<file path="config.mk">
export PLATFORM = sky130hd
export DESIGN_NAME = traffic_scheduler
export DESIGN_NICKNAME = d
export VERILOG_FILES = /design/src/rtl/traffic_pkg.sv /design/src/rtl/phase_timer.sv /design/src/rtl/traffic_scheduler.sv
export SDC_FILE = /design/constraint.sdc
export NUM_CORES = 1
export LEC_CHECK = 0
export ABC_AREA = 1
export CORE_MARGIN = 2
export CORE_UTILIZATION = 45
export DETAILED_ROUTE_END_ITERATION = 10
export PLACE_DENSITY = 0.66
export SLEW_MARGIN = 20
export SYNTH_ARGS = -nofsm -noshare
export SYNTH_HDL_FRONTEND = slang
export SYNTH_SLANG_ARGS = --single-unit
</file>
<file path="constraint.sdc">
create_clock -name clk -period 2.6 [get_ports clk]
set_input_delay 0.26 -clock clk [delete_from_list [all_inputs] [get_ports clk]]
set_output_delay 0.26 -clock clk [all_outputs]
set_load 0.03 [all_outputs]
</file>
<file path="src/rtl/traffic_pkg.sv">
`default_nettype none
// ============================================================================
//  Module   : traffic_pkg
//  Purpose  : Shared state encoding, light codes and counter helpers for the
//             two-street traffic scheduler with pedestrian walk phase.
//  Revision : 1.0  initial release
// ============================================================================
package traffic_pkg;

  localparam int CNT_W = 8;
  localparam logic [CNT_W-1:0] CNT_MAX = '1;

  // 3-bit state codes; these are also what the debug phase output shows
  typedef enum logic [2:0] {
    A_GREEN   = 3'd0,
    A_YELLOW  = 3'd1,
    ALLRED_AB = 3'd2,
    B_GREEN   = 3'd3,
    B_YELLOW  = 3'd4,
    ALLRED_BA = 3'd5,
    WALK      = 3'd6
  } state_e;

  localparam logic [1:0] GREEN  = 2'b00;
  localparam logic [1:0] YELLOW = 2'b01;
  localparam logic [1:0] RED    = 2'b10;

  // Ticks elapsed in the current phase, one bit wider so a saturated count
  // still compares as 256.
  function automatic logic [CNT_W:0] elapsed_of(input logic [CNT_W-1:0] cnt);
    return {1'b0, cnt} + (CNT_W+1)'(1);
  endfunction

endpackage
`default_nettype wire

</file>
<file path="src/rtl/phase_timer.sv">
`default_nettype none
// ============================================================================
//  Module   : phase_timer
//  Purpose  : 8-bit saturating tick counter; cleared whenever the scheduler
//             changes state.
//  Revision : 1.0  initial release
// ============================================================================
module phase_timer
  import traffic_pkg::*;
(
  input  logic             clk,
  input  logic             reset,
  input  logic             clear,
  input  logic             tick,
  output logic [CNT_W-1:0] cnt
);

  logic [CNT_W-1:0] cnt_q;

  // Clear has priority over counting so a new phase always starts at zero
  always_ff @(posedge clk) begin
    if (reset) begin
      cnt_q <= '0;
    end else if (clear) begin
      cnt_q <= '0;
    end else if (tick && (cnt_q != CNT_MAX)) begin
      cnt_q <= cnt_q + CNT_W'(1);
    end
  end

  assign cnt = cnt_q;

endmodule
`default_nettype wire

</file>
<file path="src/rtl/traffic_scheduler.sv">
`default_nettype none
// ============================================================================
//  Module   : traffic_scheduler
//  Purpose  : Two-street traffic light controller with demand-driven greens,
//             fixed yellow / all-red clearance and a pedestrian walk phase
//             inserted after either all-red.
//  Revision : 1.0  initial release
// ============================================================================
module traffic_scheduler
  import traffic_pkg::*;
#(
  parameter int unsigned GREEN_MIN = 4,
  parameter int unsigned GREEN_MAX = 10,
  parameter int unsigned YELLOW_T  = 2,
  parameter int unsigned ALLRED_T  = 1,
  parameter int unsigned WALK_T    = 3
) (
  input  logic       clk,
  input  logic       reset,
  input  logic       tick,
  input  logic       TA,
  input  logic       TB,
  input  logic       ped_req,
  output logic [1:0] LA,
  output logic [1:0] LB,
  output logic       walk,
  output logic [2:0] phase
);

  localparam logic [CNT_W:0] G_MIN = (CNT_W+1)'(GREEN_MIN);
  localparam logic [CNT_W:0] G_MAX = (CNT_W+1)'(GREEN_MAX);
  localparam logic [CNT_W:0] Y_T   = (CNT_W+1)'(YELLOW_T);
  localparam logic [CNT_W:0] AR_T  = (CNT_W+1)'(ALLRED_T);
  localparam logic [CNT_W:0] W_T   = (CNT_W+1)'(WALK_T);

  state_e           state_q, state_d;
  logic             ped_pending_q, ped_pending_d;
  logic             next_b_q, next_b_d;
  logic [CNT_W-1:0] w_cnt;
  logic [CNT_W:0]   w_elapsed;
  logic             w_clear;
  logic             w_demand_a, w_demand_b;

  phase_timer u_timer (
    .clk   (clk),
    .reset (reset),
    .clear (w_clear),
    .tick  (tick),
    .cnt   (w_cnt)
  );

  assign w_elapsed  = elapsed_of(w_cnt);
  assign w_demand_a = TA | ped_pending_q;
  assign w_demand_b = TB | ped_pending_q;
  // Any state change restarts the phase timer
  assign w_clear    = (state_d != state_q);

  // State, pending pedestrian request and walk-exit direction registers
  always_ff @(posedge clk) begin
    if (reset) begin
      state_q       <= A_GREEN;
      ped_pending_q <= 1'b0;
      next_b_q      <= 1'b0;
    end else begin
      state_q       <= state_d;
      ped_pending_q <= ped_pending_d;
      next_b_q      <= next_b_d;
    end
  end

  // Next-state logic; transitions are evaluated only on tick cycles
  always_comb begin
    state_d  = state_q;
    next_b_d = next_b_q;
    // Requests made during the walk itself are served by it, so drop them
    ped_pending_d = (state_q == WALK) ? 1'b0 : (ped_pending_q | ped_req);

    if (tick) begin
      case (state_q)
        A_GREEN: begin
          if (w_demand_b && ((w_elapsed >= G_MAX) || ((w_elapsed >= G_MIN) && !TA)))
            state_d = A_YELLOW;
        end
        A_YELLOW: begin
          if (w_elapsed == Y_T) state_d = ALLRED_AB;
        end
        ALLRED_AB: begin
          if (w_elapsed == AR_T) state_d = ped_pending_q ? WALK : B_GREEN;
        end
        B_GREEN: begin
          if (w_demand_a && ((w_elapsed >= G_MAX) || ((w_elapsed >= G_MIN) && !TB)))
            state_d = B_YELLOW;
        end
        B_YELLOW: begin
          if (w_elapsed == Y_T) state_d = ALLRED_BA;
        end
        ALLRED_BA: begin
          if (w_elapsed == AR_T) state_d = ped_pending_q ? WALK : A_GREEN;
        end
        WALK: begin
          if (w_elapsed == W_T) state_d = next_b_q ? B_GREEN : A_GREEN;
        end
        default: state_d = A_GREEN;
      endcase
    end

    // Remember which street was about to get green when the walk began
    if ((state_d == WALK) && (state_q != WALK))
      next_b_d = (state_q == ALLRED_AB);
  end

  // Moore light decode from the state register
  always_comb begin
    LA   = RED;
    LB   = RED;
    walk = 1'b0;
    case (state_q)
      A_GREEN:  LA = GREEN;
      A_YELLOW: LA = YELLOW;
      B_GREEN:  LB = GREEN;
      B_YELLOW: LB = YELLOW;
      WALK:     walk = 1'b1;
      default: begin
        LA = RED;
        LB = RED;
      end
    endcase
  end

  assign phase = state_q;

endmodule
`default_nettype wire

</file>
==> results of run 1 <==
[sequential cells by signal, summed over array words and instances, names as in the netlist]
signal	cells
ped_pending_q	1
phase	3
next_b_q	1
u_timer.cnt	8
[cell usage in the layout (no fill, tap or decap), drive strengths merged]
cell,netlist,routed
buf,2,2
xor2,1,1
clkbuf,1,3
nand2,72,72
ha,4,4
a21oi,9,9
clkdlybuf4s50,0,13
or2,1,1
nor3,5,5
inv,34,34
dfxtp,13,13
nor2,40,40
o21bai,2,2
clkinv,0,1
nand3,28,28
nand4,4,4
o21ai,8,8
[stage by stage]
stage,power [mW],util [%]
floorplan,0.442,-
global placement,0.515,53.0
detailed placement,0.513,53.0
CTS,0.632,54.0
global route,0.685,54.9
finish,0.629,54.9
[critical path, cell delays in order, from the launching register on]
cell     delay (ns)
dfxtp_2        0.38
ha_2           0.21
nand2_1        0.10
nor2_1         0.14
nand2_1        0.08
nand2_1        0.06
nand2_1        0.05
nor2_2         0.12
nand3_1        0.11
nand2_1        0.08
nand2_1        0.05
a21oi_1        0.14
nand2_1        0.10
a21oi_2        0.21
nand2_1        0.09
nand2_2        0.08
nor2_4         0.04
nand2_4        0.12
nor2_2         0.05
[timing repair]
item | 4_1_cts | 5_1_grt
buffers inserted | 0 | 1
setup endpoints to repair | 0 | 9
resized for setup | 0 | 5
[metal layers]
layer,up-vias,wire length [um]
li1,735,-
met1,585,1560
met2,30,1260
met3,2,159
met4,0,8
met5,-,0
[worst paths after layout]
kind | start | to | cells past startpoint
worst max-delay path | u_timer.cnt[1]$_SDFFE_PP0P_ | u_timer.cnt[2]$_SDFFE_PP0P_ | 18
worst min-delay path | next_b_q$_SDFFE_PP0P_ | next_b_q$_SDFFE_PP0P_ | 4
worst max register to register | u_timer.cnt[1]$_SDFFE_PP0P_ | u_timer.cnt[2]$_SDFFE_PP0P_ | 18
worst min register to register | next_b_q$_SDFFE_PP0P_ | next_b_q$_SDFFE_PP0P_ | 4
[cells by family after synthesis]
family | Yosys count | synth area share (%)
XOR/XNOR | 1 | 0.676
buffers and inverters | 37 | 11.1
flip-flops | 13 | 20.1
adder cells (fa/ha/maj) | 4 | 3.86
AND/OR/NAND/NOR | 150 | 55.7
AO/OA/AOI/OAI | 19 | 8.59
[where the power goes]
group	switching [mW]	internal (mW)	leakage, nW
Clock	0.0604	0.0568	0.0177
Combinational	0.178	0.103	0.655
Sequential	0.0188	0.213	0.106
[cell type report]
class	count	area, um2	share of cell area, %
timing repair buffer	15	145	9.59
clock inverter	1	5.00	0.331
sequential	13	262	17.3
tap	31	38.8	2.56
inverter	34	128	8.44
multi-input combinational	174	912	60.3
clock buffer	3	22.5	1.49
==> results.cfg, run 1 <==
[yosys]
syn_nets = 234
ys_seq_area_share_pct = 20.1
ys_seq_elements = 13
synth_top_area_share_pct = 20.1
synth_commonest_cells = 62 x nand2_1, 32 x inv_1, 25 x nand3_1
synth_area_leaders = dfxtp_1 20%, nand2_1 18%, nand3_1 9.7%, inv_1 9.3%, nor2_1 6.9%
synth-edff-count = 0
ys_warn_count = 0
synth_top_area_cell = dfxtp_1
syn_area_um2 = 1300
synth.most_common_cell = nand2_1
syn_avg_cell_area_um2 = 5.79
synth-main-ff-cell = dfxtp_1
async_flop_share_pct = 0
ys_types = 23
synthCells = 224

[global_routing]
grt_overflow = 0
grt_pass1_wl_um = 5170
met2_usage_pct = 26.9
track_usage_pct = 19.6
busiest_layer = met1
gr-usage-met1_pct = 31.2
grtUsageMet3_pct = 4.02
first_global_vias = 1156
antenna_found_initial = 0
grt_start_max_net_pins = 15

[sta]
whs_ns = 0.540
fin_crit_ns = 2.32
fmax_ghz = 0.430
finalMaxSlewViolations = 0
slew_headroom_pct = 64.5
rsz0062_at_grt = false
tns_ns = 0
hold_viol = 0
setup_viol = 0
finClkSkew_ns = 0.00493
final.setup.worst_slack_ns = 0.276
worstMarginPinSlew_ns = 0.529
min_period_over_period_pct = 89.4

[routing]
drt_iter0_markers = 57
drc = 0
routed_wl_um = 2990
dr.pass1.iters = 4
routed_via_density = 4.99
routedWlPerCell_um = 11.0
via_count = 1352
detail-route-antenna-nets = 0

[final_layout]
design_area_um2 = 1510
area_delta_synth_final_pct = 16.7
antennaDiodeCount = 0
nFillCells = 314
final_layout_size_suffix_gt1_share_pct = 19.6
nets = 251
instances_no_fill = 271

[placed_design]
post-dp-hpwl_um = 2520
io_buffers = 13
gp_congestion = 0.942
placed_cell_area_um2 = 1460
dp.cells = 266
dp_slack_ns = 0.134

[setup_path]
cp.required_ns = 2.76
path_class = register to register
arrival_ns = 2.49
reg2reg_slack_ns = 0.28
end_kind = register
start_kind = register
cp_max_fo = 8

[clocking]
cts.clk_slew.worst_paths_ns = 0.08
clkSinkCount = 13
cts_max_path_buffers = 2
insertion_delay_ns = 0.26
htreeDepth = 1
numCtsBuffers = 3
root_buffer = clkbuf_4
ctsHoldBuffers = 0
cts_tree = built

[job]
drv_cap = 0

[floorplan]
die_y_um = 57.7
rows = 19
dieArea_um2 = 3330
pin_count = 14
start_util_pct = 47.0
dieWidth_um = 57.7
core_area_um2 = 2760

[power_and_ir_drop]
power_density_nw_per_um2 = 416
peakVddDrop_v = 0.000413
p_leak_nw = 0.779

[status]
outcome = completed

[worst_hold_path]
min_path_type = register to register
(Power assumes the default switching activity.)
==> inputs of run 2 (changes only) <==
Settings changed: CAP_MARGIN from default to 30.
==> results of run 2 <==
No change in the layout: final DEF, timing and power equal those of run 1.
==> inputs of run 3 (changes only) <==
Settings changed: CORE_UTILIZATION 45 to 40, PLACE_DENSITY 0.66 to default.
==> run 3 against run 2 <==
- sequential power about the same
- setup slack got worse by 0.0051 ns
- clock power increased by 5%
- first-iteration DRC count grew 60%
- clock-buffer cell count did not move
- flip-flop and latch count stayed put
- final cell count up 4.4%
- fmax is 0.22% lower
- power is 1.3% higher
- critical path depth is the same
- critical path type unchanged
==> results.cfg, run 3 (same netlist as run 1, synthesis figures left out) <==
[sta]
finClkSkew_ns = 0.00379
fin_crit_ns = 2.33
setup_viol = 0
rsz0062_at_grt = false
hold_viol = 0
fmax_ghz = 0.429
min_period_over_period_pct = 89.6
final.setup.worst_slack_ns = 0.271
slew_headroom_pct = 67.3
tns_ns = 0
worstMarginPinSlew_ns = 0.487
finalMaxSlewViolations = 0

[final_layout]
post-route-util_pct = 49.5
design_area_um2 = 1520
antennaDiodeCount = 0
final_cell_mix = 61 x nand2_1, 32 x inv_1, 23 x nor2_1, 23 x nand3_1
nets = 250
largest_reg_flops = 8
final_layout_size_suffix_gt1_share_pct = 19.7
final_common_cell = nand2_1
nFillCells = 342
area_delta_synth_final_pct = 17.6

[routing]
drc = 0
routedWlPerCell_um = 10.9
routed_via_density = 4.82
detail-route-antenna-nets = 0
routed_wl_um = 3070
drt_iter0_markers = 91
dr.pass1.iters = 4
via_count = 1363

[placed_design]
dp_slack_ns = 0.158
placed_cell_area_um2 = 1480
post-dp-hpwl_um = 2560
gp_congestion = 0.867
io_buffers = 13

[floorplan]
die_y_um = 60.9
dieArea_um2 = 3710
pin_count = 14
core_area_um2 = 3080
start_util_pct = 42.1
rows = 20
dieWidth_um = 60.9

[global_routing]
grt_overflow = 0
met2_usage_pct = 26.6
busiest_layer = met1
grt_start_max_net_pins = 15
grtUsageMet3_pct = 0.640
grt_pass1_wl_um = 5200
antenna_found_initial = 0
first_global_vias = 1197
gr-usage-met1_pct = 29.7
track_usage_pct = 18.5

[job]
drv_cap = 0

[power_and_ir_drop]
finalPower_mw = 0.638
p_leak_nw = 0.775
power_density_nw_per_um2 = 418
peakVddDrop_v = 0.000237

[setup_path]
arrival_ns = 2.49
start_kind = register
end_kind = register
path_class = register to register
cp.required_ns = 2.77
cp_max_fo = 8

[clocking]
cts_tree = built
htreeDepth = 1
ctsHoldBuffers = 0
clkSinkCount = 13
insertion_delay_ns = 0.27
cts_setup_buffers = 0
root_buffer = clkbuf_4
numCtsBuffers = 3
cts_max_path_buffers = 2
cts.clk_slew.worst_paths_ns = 0.08
ctsResizeCount = 0

[status]
outcome = completed

[worst_hold_path]
min_path_type = register to register
run 3: cell type report:
cell class,instances,area (um2),area share (%)
repair buffers,14,138,9.03
clock buffers,3,22.5,1.48
multi-input cells,174,915,60.0
well taps,44,55.1,3.61
flip-flops and latches,13,262,17.2
inverters,34,128,8.37
clock inverters,1,5.00,0.328
run 3: where the power goes:
group	internal, mW	leakage [nW]	total (mW)	switching, mW
clock network	0.0570	0.0177	0.123	0.0665
logic	0.102	0.651	0.283	0.181
registers	0.213	0.106	0.232	0.0190
run 3: per-layer routing:
| layer | vias to the layer above | share of wire, % |
|---|---|---|
| met5 | - | 0 |
| met4 | 0 | 0.75 |
| met3 | 4 | 3.3 |
| met2 | 25 | 42 |
| met1 | 601 | 54 |
| li1 | 733 | - |
run 3: worst max-delay path, cell delays in order, from the launching register on:
cell     delay (ns)
dfxtp_2        0.38
ha_2           0.21
nand2_1        0.10
inv_1          0.12
nand2_1        0.07
nand2_2        0.11
nand2_2        0.06
nor2_1         0.12
nand2_1        0.08
nor2_2         0.13
nand2_1        0.09
nand3_1        0.07
nand2_1        0.09
a21oi_2        0.20
nand2_1        0.09
nand2_2        0.08
nor2_4         0.04
nand2_4        0.12
nor2_2         0.04
run 3: path summary, 6_finish.rpt:
kind | from | end | slack (ns) | cells after the start
max | u_timer.cnt[1]$_SDFFE_PP0P_ | u_timer.cnt[3]$_SDFFE_PP0P_ | 0.27 | 18
min | next_b_q$_SDFFE_PP0P_ | next_b_q$_SDFFE_PP0P_ | 0.55 | 4
max reg2reg | u_timer.cnt[1]$_SDFFE_PP0P_ | u_timer.cnt[3]$_SDFFE_PP0P_ | 0.27 | 18
min reg2reg | next_b_q$_SDFFE_PP0P_ | next_b_q$_SDFFE_PP0P_ | 0.55 | 4
run 3: through the flow:
stage                     hold WS (ns)  instances
after detailed placement         0.523        279
after floorplan                  0.332        224
after global routing             0.589        283
final                            0.552        283
after global placement           0.514        279
after CTS                        0.555        283
